$ cat src/rtl/state_loader.sv
// Moves state-vector amplitudes between a host stream and the per-PE state RAMs (load and dump).
// Define STATE_LOADER_CHECKSUM_EN to add an XOR checksum of the transferred words.
module state_loader #(
    parameter int DATA_WIDTH       = 32,
    parameter int STATE_DATA_WIDTH = DATA_WIDTH*2,
    parameter int STATE_ADDR_WIDTH = 16,
    parameter int PE_NUM_WIDTH     = 2,
    parameter int GA_W             = PE_NUM_WIDTH + STATE_ADDR_WIDTH
) (
    input  logic                                         clk,
    input  logic                                         rst_n,
    input  logic                                         i_start,
    input  logic                                         i_mode,
    input  logic [GA_W-1:0]                              i_base_addr,
    input  logic [GA_W:0]                                i_num_words,
    input  logic                                         i_abort,
    input  logic                                         s_valid,
    output logic                                         s_ready,
    input  logic [STATE_DATA_WIDTH-1:0]                  s_data,
    output logic                                         m_valid,
    input  logic                                         m_ready,
    output logic [STATE_DATA_WIDTH-1:0]                  m_data,
    output logic                                         o_state_ram_off_chip_en,
    output logic                                         o_state_ram_off_chip_we,
    output logic [GA_W-1:0]                              o_state_ram_off_chip_addr,
    output logic [STATE_DATA_WIDTH-1:0]                  o_state_ram_off_chip_data,
    input  logic [STATE_DATA_WIDTH*(2**PE_NUM_WIDTH)-1:0] i_state_rd_data,
    output logic                                         o_busy,
    output logic                                         o_done,
    output logic [STATE_DATA_WIDTH-1:0]                  o_checksum
);

    typedef enum logic [1:0] {IDLE, LOAD, DUMP, DRAIN} state_t;
    state_t state, state_nxt;

    logic [GA_W-1:0]             base_q;
    logic [GA_W:0]               num_q;
    logic [GA_W:0]               idx_q;
    logic [GA_W:0]               beat_q;
    logic                        wr_en_q;
    logic [GA_W-1:0]             wr_addr_q;
    logic [STATE_DATA_WIDTH-1:0] wr_data_q;
    logic                        rd_pend_q;
    logic [PE_NUM_WIDTH-1:0]     rd_pe_q;
    logic [STATE_DATA_WIDTH-1:0] fifo_mem [2];
    logic                        fifo_wp;
    logic                        fifo_rp;
    logic [1:0]                  fifo_cnt;
    logic                        done_q;

    logic                        start_ok;
    logic                        words_left;
    logic                        s_fire;
    logic                        m_fire;
    logic                        rd_issue;
    logic                        last_beat;
    logic [GA_W-1:0]             cur_addr;
    logic [STATE_DATA_WIDTH-1:0] rd_word;

    assign start_ok = i_start && (state == IDLE);
    assign rd_word  = i_state_rd_data[rd_pe_q*STATE_DATA_WIDTH +: STATE_DATA_WIDTH];

    always_ff @(posedge clk or negedge rst_n) begin
        if (!rst_n) state <= IDLE;
        else        state <= state_nxt;
    end

    always_comb begin
        state_nxt  = state;
        s_ready    = 1'b0;
        s_fire     = 1'b0;
        m_valid    = 1'b0;
        m_data     = '0;
        m_fire     = 1'b0;
        rd_issue   = 1'b0;
        last_beat  = 1'b0;
        words_left = (idx_q < num_q);
        cur_addr   = base_q + idx_q[GA_W-1:0];

        if (state == LOAD) s_ready = words_left;
        s_fire = s_valid && s_ready;
        if (state == DUMP || state == DRAIN) m_valid = (fifo_cnt != 2'd0);
        if (m_valid) m_data = fifo_mem[fifo_rp];
        m_fire    = m_valid && m_ready;
        last_beat = m_fire && ((beat_q + 1'b1) == num_q);
        // Reads in flight count against the FIFO so a stalled sink can never overflow it.
        if (state == DUMP && words_left)
            rd_issue = ({1'b0, fifo_cnt} + {2'b0, rd_pend_q}) < (3'd2 + {2'b0, m_fire});

        case (state)
            IDLE:    if (i_start && i_num_words != '0) state_nxt = i_mode ? DUMP : LOAD;
            LOAD:    if (!words_left) state_nxt = IDLE;
            DUMP:    if (rd_issue && ((idx_q + 1'b1) == num_q)) state_nxt = DRAIN;
            DRAIN:   if (last_beat) state_nxt = IDLE;
            default: state_nxt = IDLE;
        endcase
        if (state != IDLE && i_abort) state_nxt = IDLE;
    end

    always_ff @(posedge clk or negedge rst_n) begin
        if (!rst_n) begin
            base_q      <= '0;
            num_q       <= '0;
            idx_q       <= '0;
            beat_q      <= '0;
            wr_en_q     <= 1'b0;
            wr_addr_q   <= '0;
            wr_data_q   <= '0;
            rd_pend_q   <= 1'b0;
            rd_pe_q     <= '0;
            fifo_mem[0] <= '0;
            fifo_mem[1] <= '0;
            fifo_wp     <= 1'b0;
            fifo_rp     <= 1'b0;
            fifo_cnt    <= 2'd0;
            done_q      <= 1'b0;
        end else begin
            done_q    <= 1'b0;
            wr_en_q   <= 1'b0;
            wr_addr_q <= '0;
            wr_data_q <= '0;
            rd_pend_q <= rd_issue && !i_abort;
            if (rd_issue) rd_pe_q <= cur_addr[GA_W-1 -: PE_NUM_WIDTH];

            if (start_ok) begin
                base_q <= i_base_addr;
                num_q  <= i_num_words;
                idx_q  <= '0;
                beat_q <= '0;
                done_q <= (i_num_words == '0);
            end
            if (s_fire && !i_abort) begin
                wr_en_q   <= 1'b1;
                wr_addr_q <= cur_addr;
                wr_data_q <= s_data;
                idx_q     <= idx_q + 1'b1;
            end
            if (rd_issue) idx_q <= idx_q + 1'b1;
            if (m_fire) beat_q <= beat_q + 1'b1;
            if (!i_abort && ((state == LOAD && !words_left) || (state == DRAIN && last_beat)))
                done_q <= 1'b1;

            // Leaving the transfer (normally or by abort) discards anything still queued.
            if (state == IDLE || i_abort) begin
                fifo_wp  <= 1'b0;
                fifo_rp  <= 1'b0;
                fifo_cnt <= 2'd0;
            end else begin
                if (rd_pend_q) begin
                    fifo_mem[fifo_wp] <= rd_word;
                    fifo_wp           <= ~fifo_wp;
                end
                if (m_fire) fifo_rp <= ~fifo_rp;
                fifo_cnt <= fifo_cnt + {1'b0, rd_pend_q} - {1'b0, m_fire};
            end
        end
    end

`ifdef STATE_LOADER_CHECKSUM_EN
    logic [STATE_DATA_WIDTH-1:0] chk_q;

    always_ff @(posedge clk or negedge rst_n) begin
        if (!rst_n)                 chk_q <= '0;
        else if (start_ok)          chk_q <= '0;
        else if (s_fire && !i_abort) chk_q <= chk_q ^ s_data;
        else if (m_fire)            chk_q <= chk_q ^ m_data;
    end

    assign o_checksum = chk_q;
`else
    assign o_checksum = '0;
`endif

    assign o_busy                    = (state != IDLE);
    assign o_done                    = done_q;
    assign o_state_ram_off_chip_en   = wr_en_q | rd_issue;
    assign o_state_ram_off_chip_we   = wr_en_q;
    assign o_state_ram_off_chip_addr = wr_en_q ? wr_addr_q : (rd_issue ? cur_addr : '0);
    assign o_state_ram_off_chip_data = wr_data_q;

endmodule
$ cat config.mk
export PLATFORM = sky130hd
export DESIGN_NAME = state_loader
export DESIGN_NICKNAME = d
export VERILOG_FILES = /design/src/rtl/state_loader.sv
export SDC_FILE = /design/constraint.sdc
export NUM_CORES = 1
export LEC_CHECK = 0
export ABC_AREA = 1
export BUFFER_PORTS_ARGS = -buffer_cell sky130_fd_sc_hd__buf_2
export CORE_AREA = 10 10 215 217
export CTS_BUF_LIST = sky130_fd_sc_hd__clkbuf_8
export CTS_CLUSTER_DIAMETER = 50
export DETAILED_ROUTE_END_ITERATION = 12
export DIE_AREA = 0 0 225 227
export HOLD_SLACK_MARGIN = 0.05
export PLACE_DENSITY = 0.68
export SLEW_MARGIN = 20
export SYNTH_ARGS = -nofsm -noshare
export SYNTH_HDL_FRONTEND = slang
export SYNTH_SLANG_ARGS = --single-unit
$ cat constraint.sdc
create_clock -name clk -period 3.56 [get_ports clk]
set_input_delay 0.534 -clock clk [delete_from_list [all_inputs] [get_ports clk]]
set_output_delay 0.534 -clock clk [all_outputs]
set_load 0.02 [all_outputs]
-- After elaboration in Yosys (flattened, before gate mapping)
Cells that the tools add are included.
Widths: inputs -> output; s select.
- register bits: 296
- output and inout bits: 216
- bits in read-only memories: 0
- memories: 0
- bits in writable memories: 0
- logic and storage cells: 107
- latch bits: 0
- input bits: 364
- muxes and demuxes: 33
- bitwise gates (word level): 6
- order comparisons: 5
- shift-type cells: 1
- reductions and logical operators: 30
- equality and inequality tests: 9
- multipliers: 0
- add/subtract/negate cells: 7
- divide/modulo/power cells: 0
- operator list (cell ; count):
    $mux 64 ; 6
    $shiftx 256x9->64 ; 1
    $bwmux 128 ; 1
    $mux 19 ; 4
    $demux 64 s1 ; 1
    $mux 18 ; 3
    $add 19x1->19 const B ; 2
    $eq 19x19->1 ; 2
    $logic_not 19->1 ; 1
    $lt 19x19->1 ; 1
    $reduce_bool 19->1 ; 1
    $add 18x18->18 ; 1
    $logic_and 1x1->1 ; 14
    $mux 2 ; 7
    $mux 1 ; 10
    $reduce_bool 2->1 ; 5
    $pmux 2 s4 ; 1
    $ne 3x1->1 const B ; 2
    $ne 3x2->1 const B ; 2
    $eq 2x2->1 const B ; 2
    $ge 2x2->1 const B ; 2
    $not 1->2 ; 2
    $reduce_and 4->1 ; 1
    $add 2x1->3 ; 1
    other kinds (13) ; 18

-- Logic depth before layout (Yosys ltp)
- depth after elaboration: 11
- mapped depth: 19
- gate-level depth less buffers: 19

-- Worst setup path before layout
No wires, ideal clock.
- path kind: reg2out
- start: reg idx_q[0]
- end: out o_state_ram_off_chip_addr[14]
- data arrival time: 2.564 ns
- buffers on the path: 0
- stages on the path, launching flop included: 14
- setup slack: 0.462 ns
- required time: 3.026 ns
- cell sequence: dfrtp_1 > ha_1 > fa_1 > nand2_1 > nand2_1 > o21ai_0 > o21ai_0 > nand3_1 > nand2_1 > a21o_1 > nand3_1 > nand2_1 > xor2_1 > o21ai_0
- word-level cells in the longest chain between the ends: 5
- elaborated cells between the ends (all ways): 6
- ends and longest elaborated chain (what ; line ; text):
    from (decl) ; 38 ; logic [GA_W:0] idx_q;
    from (signal assigned) ; 136 ; idx_q <= idx_q + 1'b1;
    from (signal assigned) ; 138 ; if (rd_issue) idx_q <= idx_q + 1'b1;
    $lt 19x19->1 ; 77 ; words_left = (idx_q < num_q);
    $logic_and 1x1->1 ; 87 ; if (state == DUMP && words_left)
    $mux 1 ; 87 ;
    $mux 18 * (2 in series) ; 178 ; assign o_state_ram_off_chip_addr = wr_en_q ? wr_addr_q : (rd_issue ? cur_addr : '0);
    to (decl) ; 25 ; output logic [GA_W-1:0] o_state_ram_off_chip_addr,
Mark *: on every way between the ends. The rest lies on a longest branch, timed or not.

-- Worst setup path in the final report
- start: reg idx_q[12]
- end: out o_state_ram_off_chip_addr[17]
Same word-level chain as after synthesis.

==> results.json <==
{
  "clk_pin_slew_ns": 0.05,
  "drt_iter0_markers": 1382,
  "fin_nets": 3230,
  "critPathCaptureType": "output port",
  "drc": 0,
  "ir_drop_v": 0.000409,
  "grt_overflow": 0,
  "syn_avg_cell_area_um2": 7.60,
  "worstPathArrival_ns": 2.94,
  "fin_tns_setup_ns": 0,
  "top_usage_layer": "met2",
  "cts_tree": "done",
  "met2_usage_pct": 41.0,
  "io_buffers": 515,
  "p_leak_nw": 12.0,
  "grt_pass1_vias": 17000,
  "crit_fanout": 6,
  "fin_util_pct": 53.1,
  "nFillCells": 4025,
  "rows": 75,
  "p_int_w": 0.00814,
  "synthToLayoutAreaGrowth_pct": 27.9,
  "hold_viol": 0,
  "antenna_found_initial": 13,
  "synth_cell_types": 40,
  "drv_slew": 0,
  "wl_per_cell_um": 18.6,
  "setup_viol": 0,
  "ios": 580,
  "ys_seq_area_share_pct": 42.7,
  "maxCapViolations": 0,
  "grt_max_degree": 129,
  "clk-insertion-delay-late_ns": 0.66,
  "dp_hpwl_um": 48200,
  "rsz0062_at_grt": "yes",
  "fin_skew_ns": 0.0324,
  "place_ws_ns": 0.448,
  "maxSlewHeadroom_pct": 31.8,
  "globalRouteMet3Util_pct": 4.56,
  "p_switching_w": 0.00565,
  "multiInputGateArea_mm2": 0.00829,
  "syn_inst": 2280,
  "fin_crit_sh_pct": 97.7,
  "cts_sinks": 296,
  "pwr_density_cell_mw_per_mm2": 622,
  "ff2ff_setup_slack_ns": 0.62,
  "grt_pass1_wl_um": 95700,
  "grt_use_met1_pct": 27.9,
  "clockRootBuffer": "clkbuf_8",
  "avgViaCountPerCell": 5.10,
  "whs_ns": 0.107,
  "drive_gt1_share_pct": 27.2,
  "max_clock_freq_mhz": 287,
  "status": "finished, final reports clean",
  "clockBufferDepth": 3,
  "cts.htree.levels": 2,
  "start_kind": "flip-flop",
  "antenna_left": 0,
  "worst_pin_slew_ns": 1.02,
  "track_usage_pct": 23.7,
  "layout.area.seq_mm2": 0.00742,
  "die_area_mm2": 0.0511,
  "synth_warnings": 0,
  "finalWeightedCongestion": 0.953,
  "holdCritPathClass": "in2reg",
  "clkPwrFrac_pct": 26.2,
  "initial_core_util_pct": 41.5,
  "core_region_area_mm2": 0.0418,
  "cts_made_buffers": 55,
  "ys_ff_latch": 296,
  "required_ns": 3.03,
  "die_height_um": 227,
  "netlist_area_mm2": 0.0173,
  "die_w_um": 225,
  "drt-total-wl_um": 63700,
  "power_frac_seq_pct": 33.7,
  "drtPass1Iterations": 6,
  "criticalPathCategory": "reg2out",
  "fin_crit_ns": 3.48,
  "power_frac_comb_pct": 40.0,
  "setup_ws_ns": 0.0812,
  "vias": 17400,
  "switching_share_pct": 41.0,
  "p_total_w": 0.0138
}
## area by class of cell
class,instances,area share (%)
flip-flops and latches,296,33.5
diodes,10,0.113
clock inverters,33,1.17
inverters,313,5.32
clock buffers,70,4.35
repair buffers,592,15.1
well taps,539,3.04
multi-input cells,1565,37.4
## worst max-delay path, cell delays in order (launching register included)
cell	delay, ns
dfrtp_1	0.45
ha_1	0.44
nand4_1	0.24
nor4_4	0.29
nand3_1	0.13
nand3_1	0.16
xnor2_1	0.15
nand2_1	0.08
o21ai_0	0.14
buf_2	0.20
## layer usage
metal / up-vias / wire [um]
li1: 8286 / -
met1: 8284 / 24700
met2: 726 / 32000
met3: 141 / 4310
met4: 0 / 2750
met5: - / 0
## flip-flops by register name, indices dropped and copies added (netlist names), 2 cells and up
| register | flops |
|---|---|
| state | 2 |
| idx_q | 19 |
| beat_q | 19 |
| wr_addr_q | 18 |
| fifo_mem | 128 |
| num_q | 19 |
| fifo_cnt | 2 |
| base_q | 18 |
| rd_pe_q | 2 |
| o_state_ram_off_chip_data | 64 |
## placed cells by master, fill, tap and decap left out, drive strengths merged, types with 4 or more instances in the layout
cell type	netlist	layout
clkbuf	73	70
diode	0	10
dlygate4sd3	0	49
bufinv	0	4
ha	42	42
o21ai	329	329
clkinv	2	14
conb	1	64
dfrtp	296	296
xor2	18	18
inv	311	326
xnor3	4	4
a21oi	36	36
o22ai	76	76
mux2	82	82
nor3	9	9
buf	96	543
nand2	467	467
nand3	99	99
xnor2	13	13
nand4	9	9
nor2	302	302
nor4	4	4
## synth_stat cells (all sizes together)
cell type,count,area (um2)
a21o,1,7.51
a21oi,36,180
a41oi,1,8.76
and2,1,6.26
buf,96,641
clkbuf,73,274
clkinv,2,7.51
conb,1,3.75
dfrtp,296,7410
fa,1,20.0
ha,42,526
inv,311,1170
mux2,82,923
nand2,467,1770
nand3,99,521
nand3b,1,7.51
nand4,9,56.3
nor2,302,1180
nor3,9,67.6
nor4,4,25.0
o21a,1,7.51
o21ai,329,1660
o21bai,2,15.0
o22ai,76,475
o31ai,2,15.0
or2,1,6.26
xnor2,13,114
xnor3,4,90.1
xor2,18,158
## path summary, 6_finish.rpt
check	startpoint	to	depth (start not counted)
worst max register to register	num_q[17]$_DFFE_PN0P_	o_state_ram_off_chip_data[45]$_DFF_PN0_	15
worst max-delay path	idx_q[12]$_DFFE_PN0P_	o_state_ram_off_chip_addr[17]	9
worst min register to register	fifo_mem[5]$_DFFE_PN0P_	fifo_mem[5]$_DFFE_PN0P_	1
min in group asynchronous	rst_n	base_q[7]$_DFFE_PN0P_	2
max in group asynchronous	rst_n	fifo_mem[33]$_DFFE_PN0P_	3
worst min-delay path	i_base_addr[3]	base_q[3]$_DFFE_PN0P_	2
## metrics by stage
step / cells / cell area (um2)
2_1_floorplan: 2343 / 17600
3_3_place_gp: 3252 / 20200
3_5_place_dp: 3252 / 20200
4_1_cts: 3405 / 22000
5_1_grt: 3416 / 22200
6_report: 3418 / 22200
## power groups by stage
| stage | Combinational, W | Sequential [W] | Clock [W] |
|---|---|---|---|
| 3_5_place_dp | 0.00527 | 0.00468 | 0 |
| 2_1_floorplan | 0.00364 | 0.00458 | 0 |
| 4_1_cts | 0.00539 | 0.00463 | 0.00371 |
| 3_3_place_gp | 0.00515 | 0.00464 | 0 |
| 5_1_grt | 0.00616 | 0.00474 | 0.00386 |
| 6_report | 0.00552 | 0.00465 | 0.00362 |
## logic make-up after synthesis
logic type,count (synthesis),synth area share (%)
compound gates,448,13.7
mux,82,5.33
flops,296,42.7
buf+inv,482,12.1
other cells,1,0.0216
xor+xnor,35,2.09
fa+ha+maj,43,3.15
simple gates,893,21.0
## timing repair
item,4_1_cts,5_1_grt
pin swaps,1,3
hold buffers,49,0
setup buffers,1,3
hold endpoints to repair,141,0
gates resized for setup,12,35
setup endpoints to repair,17,14
No activity file was read; power rests on OpenSTA's default activity.
